### src/rtl/lsu_pkg.sv
// lsu_pkg: shared size encodings, FSM states and memory depth for the load/store unit
package lsu_pkg;

    localparam int DMEM_WORDS = 1024;

    localparam logic [1:0] SZ_BYTE = 2'b00;
    localparam logic [1:0] SZ_HALF = 2'b01;
    localparam logic [1:0] SZ_WORD = 2'b10;

    typedef enum logic {
        IDLE,
        RMW_WR
    } lsu_state_t;

endpackage

### src/rtl/load_store_unit_load_align.sv
// load_align: little-endian lane select with sign/zero extension for loads
module load_align
    import lsu_pkg::*;
(
    input  logic [31:0] word,
    input  logic [1:0]  addr_lo,
    input  logic [1:0]  size,
    input  logic        uns,
    output logic [31:0] data
);

    logic [7:0]  b;
    logic [15:0] h;

    assign b = word[{addr_lo, 3'b000} +: 8];
    assign h = addr_lo[1] ? word[31:16] : word[15:0];

    assign data = (size == SZ_BYTE) ? {{24{~uns & b[7]}}, b}
                : (size == SZ_HALF) ? {{16{~uns & h[15]}}, h}
                : word;

endmodule

### src/rtl/load_store_unit.sv
// load_store_unit: MEM stage with aligned loads, word stores and read-modify-write sub-word stores
module load_store_unit #(
    parameter int DMEM_WORDS = lsu_pkg::DMEM_WORDS
) (
    input  logic        i_clk,
    input  logic        i_rst,
    input  logic        ex_valid,
    input  logic        ex_memRead,
    input  logic        ex_memWrite,
    input  logic [1:0]  ex_size,
    input  logic        ex_unsigned,
    input  logic [31:0] ex_addr,
    input  logic [31:0] ex_storeData,
    input  logic [4:0]  ex_rd,
    input  logic        ex_regWrite,
    output logic [31:0] dm_readAddress,
    output logic [31:0] dm_writeAddress,
    output logic [31:0] dm_writeData,
    output logic        dm_memWrite,
    input  logic [31:0] dm_readData,
    output logic        stall,
    output logic        misalign,
    output logic        wb_valid,
    output logic [31:0] wb_data,
    output logic [4:0]  wb_rd,
    output logic        wb_regWrite
);

    import lsu_pkg::*;

    if (DMEM_WORDS < 1) begin : g_bad_depth
        $error("DMEM_WORDS must be positive");
    end

    lsu_state_t  state;
    logic [31:0] merge_buf;
    logic [31:0] rmw_addr;
    logic [15:0] rmw_data;
    logic [1:0]  rmw_size;
    logic [4:0]  rmw_rd;
    logic [31:0] wa_q;
    logic [31:0] wd_q;
    logic [31:0] merged;
    logic [31:0] load_data;
    logic        accept;
    logic        is_store;
    logic        is_load;
    logic        aligned;
    logic        bad_op;
    logic        sw_now;
    logic        rmw_start;

    // A write request wins over a read request, so a combined op behaves as a store
    assign accept    = (state == IDLE) & ex_valid;
    assign is_store  = ex_memWrite;
    assign is_load   = ex_memRead & ~ex_memWrite;
    assign aligned   = (ex_size == SZ_WORD) ? (ex_addr[1:0] == 2'b00)
                     : (ex_size == SZ_HALF) ? ~ex_addr[0]
                     : (ex_size == SZ_BYTE);
    assign bad_op    = accept & (ex_memRead | ex_memWrite) & ~aligned;
    assign sw_now    = accept & is_store & aligned & (ex_size == SZ_WORD);
    assign rmw_start = accept & is_store & aligned & (ex_size != SZ_WORD);

    assign stall           = rmw_start & ~i_rst;
    assign dm_memWrite     = ~i_rst & (sw_now | (state == RMW_WR));
    assign dm_readAddress  = ex_addr;
    assign dm_writeAddress = sw_now ? ex_addr : (state == RMW_WR) ? rmw_addr : wa_q;
    assign dm_writeData    = sw_now ? ex_storeData : (state == RMW_WR) ? merged : wd_q;

    load_align u_load_align (
        .word    (dm_readData),
        .addr_lo (ex_addr[1:0]),
        .size    (ex_size),
        .uns     (ex_unsigned),
        .data    (load_data)
    );

    // Splice the stored byte or half into the word captured during the accept cycle
    always_comb begin
        merged = merge_buf;
        if (rmw_size == SZ_BYTE)
            merged[{rmw_addr[1:0], 3'b000} +: 8] = rmw_data[7:0];
        else
            merged[{rmw_addr[1], 4'b0000} +: 16] = rmw_data;
    end

    // Two-state FSM plus the registered MEM/WB bundle and held write port values
    always_ff @(posedge i_clk) begin
        if (i_rst) begin
            state       <= IDLE;
            merge_buf   <= '0;
            rmw_addr    <= '0;
            rmw_data    <= '0;
            rmw_size    <= SZ_BYTE;
            rmw_rd      <= '0;
            wa_q        <= '0;
            wd_q        <= '0;
            misalign    <= 1'b0;
            wb_valid    <= 1'b0;
            wb_data     <= '0;
            wb_rd       <= '0;
            wb_regWrite <= 1'b0;
        end else begin
            wa_q        <= dm_writeAddress;
            wd_q        <= dm_writeData;
            misalign    <= 1'b0;
            wb_valid    <= 1'b0;
            wb_regWrite <= 1'b0;
            case (state)
                IDLE: begin
                    if (bad_op) begin
                        misalign <= 1'b1;
                        wb_valid <= 1'b1;
                        wb_rd    <= ex_rd;
                        wb_data  <= '0;
                    end else if (rmw_start) begin
                        state     <= RMW_WR;
                        merge_buf <= dm_readData;
                        rmw_addr  <= ex_addr;
                        rmw_data  <= ex_storeData[15:0];
                        rmw_size  <= ex_size;
                        rmw_rd    <= ex_rd;
                    end else if (accept) begin
                        wb_valid    <= 1'b1;
                        wb_rd       <= ex_rd;
                        wb_regWrite <= ex_regWrite & ~is_store;
                        wb_data     <= is_load ? load_data : '0;
                    end
                end
                RMW_WR: begin
                    state    <= IDLE;
                    wb_valid <= 1'b1;
                    wb_rd    <= rmw_rd;
                    wb_data  <= '0;
                end
                default: state <= IDLE;
            endcase
        end
    end

endmodule

### config.mk
export PLATFORM = sky130hd
export DESIGN_NAME = load_store_unit
export DESIGN_NICKNAME = d
export VERILOG_FILES = /design/src/rtl/lsu_pkg.sv /design/src/rtl/load_store_unit_load_align.sv /design/src/rtl/load_store_unit.sv
export SDC_FILE = /design/constraint.sdc
export NUM_CORES = 1
export LEC_CHECK = 0
export CELL_PAD_IN_SITES_DETAIL_PLACEMENT = 0
export CELL_PAD_IN_SITES_GLOBAL_PLACEMENT = 1
export CORE_UTILIZATION = 39
export DETAILED_ROUTE_END_ITERATION = 16
export GPL_TIMING_DRIVEN = 0
export MAX_ROUTING_LAYER = met4
export PLACE_DENSITY = 0.94
export RECOVER_POWER = 100
export REMOVE_ABC_BUFFERS = 1
export SETUP_SLACK_MARGIN = 0.02
export SLEW_MARGIN = 40
export SYNTH_ARGS = -nofsm -noshare
export SYNTH_HDL_FRONTEND = slang
export SYNTH_SLANG_ARGS = --single-unit
### constraint.sdc
create_clock -name i_clk -period 5.5 [get_ports i_clk]
set_input_delay 0.55 -clock i_clk [delete_from_list [all_inputs] [get_ports i_clk]]
set_output_delay 0.55 -clock i_clk [all_outputs]
set_load 0.02 [all_outputs]
==> results of run 1 <==
## cells in the mapped netlist, types with 2 or more instances
master	instances
buf_2	36
buf_4	41
dfxtp_1	192
a22o_1	8
o211ai_1	8
and3_1	9
and2b_1	10
mux4_2	7
o2bb2ai_1	16
a211oi_1	30
a221oi_1	24
or2_2	2
a32o_1	8
o221ai_1	22
inv_1	20
a31oi_1	8
mux2_2	24
o21ai_0	25
nand4b_1	8
mux2i_1	43
ha_1	5
nor2_1	85
o221a_2	5
nor3b_1	2
buf_6	6
nor3_1	4
clkbuf_1	53
a311oi_1	8
and3b_1	8
nand2b_1	32
nor2b_1	17
nand3_1	33
a21oi_1	138
nand2_1	184
o221ai_2	10
## worst reg2reg max path, stage by stage (launching register included)
cell	delay (ns)
dfxtp_4	0.59
nor2b_1	0.17
nand3_1	0.93
clkbuf_1	1.46
buf_16	0.27
nand2_1	0.07
a21oi_1	0.16
## routing by layer
layer	GRT usage	up-vias	wire, um	share of wire
met2	0.366	307	14100	0.49
met4	0.0747	0	527	0.018
met3	0.0377	31	1690	0.058
met1	0.295	4325	12600	0.44
li1	-	4355	-	-
met5	-	-	0	0
## registers in the layout, summed over array words and instances (netlist names)
name	flops
state	1
merge_buf	32
wd_q	32
rmw_addr	32
wb_rd	5
rmw_data	16
wa_q	32
wb_valid	1
misalign	1
wb_data	32
wb_regWrite	1
rmw_size	2
rmw_rd	5
## cell families (layout without fill, tap and decap cells)
kind of cell,Yosys count,count (layout),share of synthesized area
simple gates,404,404,0.195
compound gates,317,317,0.227
flops,192,192,0.397
buf+inv,157,312,0.0860
mux,74,74,0.0886
fa+ha+maj,5,5,0.00646
other cells,0,1,0
## area by class of cell
| type | count | area (um2) | area share |
|---|---|---|---|
| tap | 324 | 405 | 0.0323 |
| timing repair buffer | 260 | 2660 | 0.212 |
| multi-input combinational | 800 | 4980 | 0.397 |
| antenna | 1 | 2.50 | 0.000199 |
| inverter | 20 | 75.1 | 0.00598 |
| sequential | 192 | 3850 | 0.307 |
| clock inverter | 12 | 124 | 0.00987 |
| clock buffer | 20 | 447 | 0.0356 |
## power by group through the flow
| stage | Sequential [W] | Combinational (W) | Clock [W] |
|---|---|---|---|
| 6_report | 0.00145 | 0.000414 | 0.00124 |
| 3_5_place_dp | 0.00148 | 0.000433 | 0 |
| 2_1_floorplan | 0.00148 | 0.000157 | 0 |
| 3_3_place_gp | 0.00148 | 0.000415 | 0 |
| 5_1_grt | 0.00145 | 0.000442 | 0.00132 |
| 4_1_cts | 0.00145 | 0.000436 | 0.00126 |
## stage by stage
| step | cell area [um2] | setup slack [ns] | setup TNS (ns) | instances |
|---|---|---|---|---|
| global placement | 11800 | -2.54 | -357.78 | 1583 |
| floorplan | 8930 | 0.481 | 0 | 1012 |
| global route | 12500 | 0.513 | 0 | 1629 |
| finish | 12500 | 0.772 | 0 | 1629 |
| CTS | 12700 | 1.07 | 0 | 1628 |
| detailed placement | 12100 | 1.39 | 0 | 1596 |
## cell usage in the layout (no fill, tap or decap), types with 31 or more instances in the layout
master           instances
dlygate4sd3_1          140
nand2_1                184
mux2i_1                 43
a21oi_1                139
clkdlybuf4s50_1        105
nand3_1                 33
o221ai_1                32
a211oi_1                31
nor2_1                  84
dfxtp_1                190
nand2b_1                32
## final timing paths
check | slack (ns) | start | cells after the start | to
setup / recovery | 0.77 | ex_size[1] | 7 | dm_writeData[19]
hold / removal | 0.45 | rmw_addr[30] | 2 | rmw_addr[30]
setup reg to reg | 1.78 | state | 6 | merge_buf[18]
hold reg to reg | 0.45 | rmw_addr[30] | 2 | rmw_addr[30]
==> results.json, run 1 <==
{
  "status": "finished with violations",
  "violations": "max-capacitance violations, max-slew violations",
  "htree_levels": 4,
  "drv_cap": 2,
  "crit_top_cell": "dlygate4sd3_1",
  "swShare": 0.269,
  "wl_per_cell_um": 17.8,
  "synth_top_area_share": 0.397,
  "root_buffer": "clkbuf_16",
  "fin_hold_ws_ns": 0.454,
  "groute.usage.overall": 0.229,
  "hp-class": "reg -> reg",
  "path_class": "in -> out",
  "cts_hold_repair.buffers": 0,
  "p_int_w": 0.00226,
  "dieHeight_um": 160,
  "leakage_nw": 4.71,
  "clkSinkCount": 192,
  "dieArea_um2": 25500,
  "slew_viol_final": 51,
  "drtIter0Drc": 793,
  "cp_top_family": "buffers and inverters",
  "fin_crit_sh": 0.860,
  "ir_worst_vdd_v": 0.000193,
  "synth-edff-count": 0,
  "core_um2": 24300,
  "arrival_ns": 4.18,
  "timing.fmax_mhz": 212,
  "syn_inst": 1149,
  "tightest_slew_ns": 1.92,
  "power_frac_clock": 0.399,
  "post_cts_buffers": 0,
  "area_delta_synth_final_pct": 29.5,
  "final_antenna_net_count": 0,
  "synthFlopType": "dfxtp_1",
  "drive_gt1_frac": 0.0690,
  "place_hpwl_mm": 19.8,
  "grt_pass1_wl_mm": 45.1,
  "finClkSkew_ns": 0.0103,
  "final_net_count": 1406,
  "cts_inserted_buffers": 17,
  "grt_pass1_vias": 8085,
  "synth_area_um2": 9690,
  "nFillCells": 2287,
  "switching_power_w": 0.000832,
  "antenna_found_initial": 1,
  "cts.reportedPaths.clkPinSlew_ns": 0.07,
  "yosysWarnings": 0,
  "via_per_inst": 5.54,
  "wirelength_mm": 29.0,
  "routabilityCongestion": 0.858,
  "setup_viol": 0,
  "io_buffers": 247,
  "syn_avg_cell_area_um2": 8.43,
  "clockBufferDepth": 2,
  "cts_resized": 0,
  "ys_ff_latch": 192,
  "rsz0062_at_grt": "false",
  "final_util": 0.516,
  "cp_slowest_cell": "and4b_1",
  "drc_errors": 0,
  "grt_overflow": 0,
  "worstPathRequired_ns": 4.95,
  "synth_top_area_cell": "dfxtp_1",
  "rows": 57,
  "crit_buf_inv": 3,
  "insertion_delay_ns": 0.43,
  "io_pins": 248,
  "relSlewSlack": -0.280,
  "vias": 9018,
  "cp_cell_sequence": "dlygate4sd3_1 -> and4b_1 -> nand2_8 -> buf_12 -> nor2_1 -> a31oi_1 -> dlygate4sd3_1",
  "die_x_um": 160,
  "ys_types": 53,
  "p_seq_frac": 0.467,
  "async_reset_ff_frac": 0,
  "power_density_nw_per_um2": 247,
  "max_stage_delay_ns": 1.19,
  "critPathMaxFanout": 60,
  "initial_core_util": 0.398,
  "combPwrFrac": 0.134,
  "finalPower_w": 0.00310,
  "end_kind": "primary output",
  "hold_viol": 0,
  "period_needed_ns": 4.73,
  "start_kind": "input pin",
  "yosysSeqAreaShare": 0.397,
  "synthTopCellsByArea": "dfxtp_1, a21oi_1, nand2_1",
  "cts_tree": "built",
  "dr.pass1.iters": 7,
  "grt_start_max_net_pins": 92
}
Power figures use the tool's default switching activity.
==> run 2: changes to the inputs <==
--- a/config.mk
+++ b/config.mk
@@ -5,14 +5,11 @@
 export SDC_FILE = /design/constraint.sdc
 export NUM_CORES = 1
 export LEC_CHECK = 0
-export CELL_PAD_IN_SITES_DETAIL_PLACEMENT = 0
-export CELL_PAD_IN_SITES_GLOBAL_PLACEMENT = 1
-export CORE_UTILIZATION = 39
+export CORE_UTILIZATION = 50
 export DETAILED_ROUTE_END_ITERATION = 16
 export GPL_TIMING_DRIVEN = 0
 export MAX_ROUTING_LAYER = met4
-export PLACE_DENSITY = 0.94
-export RECOVER_POWER = 100
+export PLACE_DENSITY = 0.89
 export REMOVE_ABC_BUFFERS = 1
 export SETUP_SLACK_MARGIN = 0.02
 export SLEW_MARGIN = 40
==> run 2 against run 1 <==
Effect of this change:
- the flow now finishes without violations
- total power grew 1.1%
- via count grew 3.1%
- final cell count shrank 4.0%
- first-iteration DRC count grew 0.38%
- maximum frequency grew 6.8%
- non-clock buffer count shrank 1
==> results.json, run 2 (same netlist as run 1, synthesis figures left out) <==
{
  "tightest_slew_ns": 0.821,
  "grt.busiest_layer": "met2",
  "relSlewSlack": 0.451,
  "dr.pass1.iters": 5,
  "cts_resized": 0,
  "end_kind": "primary output",
  "wl_per_cell_um": 18.6,
  "place_hpwl_mm": 19.2,
  "power_density_nw_per_um2": 248,
  "post_cts_buffers": 0,
  "antenna_found_initial": 1,
  "die_x_um": 141,
  "rows": 50,
  "grt_pass1_vias": 9010,
  "vias": 9294,
  "met3_usage": 0.0591,
  "final_net_count": 1405,
  "area_delta_synth_final_pct": 30.3,
  "leakage_nw": 4.39,
  "cts_inserted_buffers": 17,
  "dieHeight_um": 141,
  "grt_start_max_net_pins": 114,
  "hp-class": "reg -> reg",
  "hold_viol": 0,
  "slew_viol_final": 0,
  "fin_crit_sh": 0.804,
  "finalPower_w": 0.00313,
  "ir_worst_vdd_v": 0.000207,
  "final_antenna_net_count": 0,
  "core_um2": 18800,
  "clockBufferDepth": 2,
  "cts_tree": "built",
  "grt_use_met2": 0.483,
  "final_common_cell": "clkdlybuf4s50_1",
  "clkSinkCount": 192,
  "insertion_delay_ns": 0.43,
  "rsz0062_at_grt": "false",
  "wirelength_mm": 29.1,
  "htree_levels": 4,
  "arrival_ns": 3.87,
  "drive_gt1_frac": 0.0852,
  "finClkSkew_ns": 0.00995,
  "met1_usage": 0.359,
  "final_util": 0.671,
  "worstPathRequired_ns": 4.95,
  "path_class": "reg -> out",
  "routabilityCongestion": 0.881,
  "drtIter0Drc": 796,
  "root_buffer": "clkbuf_16",
  "groute.usage.overall": 0.297,
  "status": "complete, no violations",
  "period_needed_ns": 4.42,
  "dieArea_um2": 19900,
  "cts_hold_repair.buffers": 0,
  "initial_core_util": 0.515,
  "io_buffers": 247,
  "io_pins": 248,
  "setup_viol": 0,
  "via_per_inst": 5.94,
  "drv_cap": 0,
  "mostFrequentLayoutCells": "clkdlybuf4s50_1, dfxtp_1, nand2_1",
  "timing.fmax_mhz": 226,
  "critPathMaxFanout": 25,
  "grt_pass1_wl_mm": 45.8,
  "grt_overflow": 0,
  "start_kind": "register",
  "drc_errors": 0,
  "cts.reportedPaths.clkPinSlew_ns": 0.07
}
## run 2: cell types whose count changed in the layout (fill, tap and decap cells not counted), moves of 2 or more
| cell | before | now |
|---|---|---|
| clkdlybuf4s50_1 | 105 | 245 |
| dlygate4sd3_1 | 140 | 0 |
| o221ai_1 | 32 | 22 |
| o221ai_2 | 0 | 10 |
| clkbuf_1 | 7 | 0 |
| inv_6 | 4 | 7 |
| buf_16 | 2 | 4 |
| clkinv_4 | 3 | 1 |
## run 2: metrics by stage
step / setup WS (ns) / instances / hold WS, ns / setup TNS [ns] / instance area (um2)
CTS: 1.19 / 1563 / 0.456 / 0 / 12600
floorplan: 0.481 / 1012 / 0.430 / 0 / 8930
detailed placement: 1.51 / 1531 / 0.446 / 0 / 12000
global placement: -2.31 / 1519 / 0.441 / -304.42 / 11700
global route: 0.927 / 1564 / 0.474 / 0 / 12600
finish: 1.08 / 1564 / 0.454 / 0 / 12600
## run 2: cell type report
class	count	area [um2]
Inverter	20	75.1
Antenna cell	1	2.50
Timing Repair Buffer	259	2710
Tap cell	260	325
Multi-Input combinational cell	800	5090
Clock inverter	14	140
Sequential cell	192	3850
Clock buffer	18	439
Fill cell	1454	6200
## run 2: layer usage
layer / routed length [um] / part of all wire
met1: 12000 / 0.41
met2: 14000 / 0.48
met3: 2190 / 0.075
met4: 926 / 0.032
met5: 0 / 0
## run 2: path summary, 6_finish.rpt
check	depth (start not counted)	start	slack (ns)	endpoint
worst min register to register	2	rmw_addr[19]	0.45	rmw_addr[19]
worst max-delay path	6	rmw_addr[0]	1.08	dm_writeData[1]
worst min-delay path	2	rmw_addr[19]	0.45	rmw_addr[19]
worst max register to register	6	rmw_addr[0]	2.53	wd_q[1]
## run 2: where the power goes
| part | internal, W | switching [W] |
|---|---|---|
| registers | 0.00142 | 0.0000278 |
| logic | 0.000207 | 0.000228 |
| clock network | 0.000653 | 0.000590 |
## run 2: critical path, stage by stage (launching register included)
cell	delay (ns)
dfxtp_1	0.73
inv_1	0.20
ha_1	0.66
nor4bb_4	0.66
a221oi_1	0.20
o221ai_1	0.28
clkdlybuf4s50_1	0.70
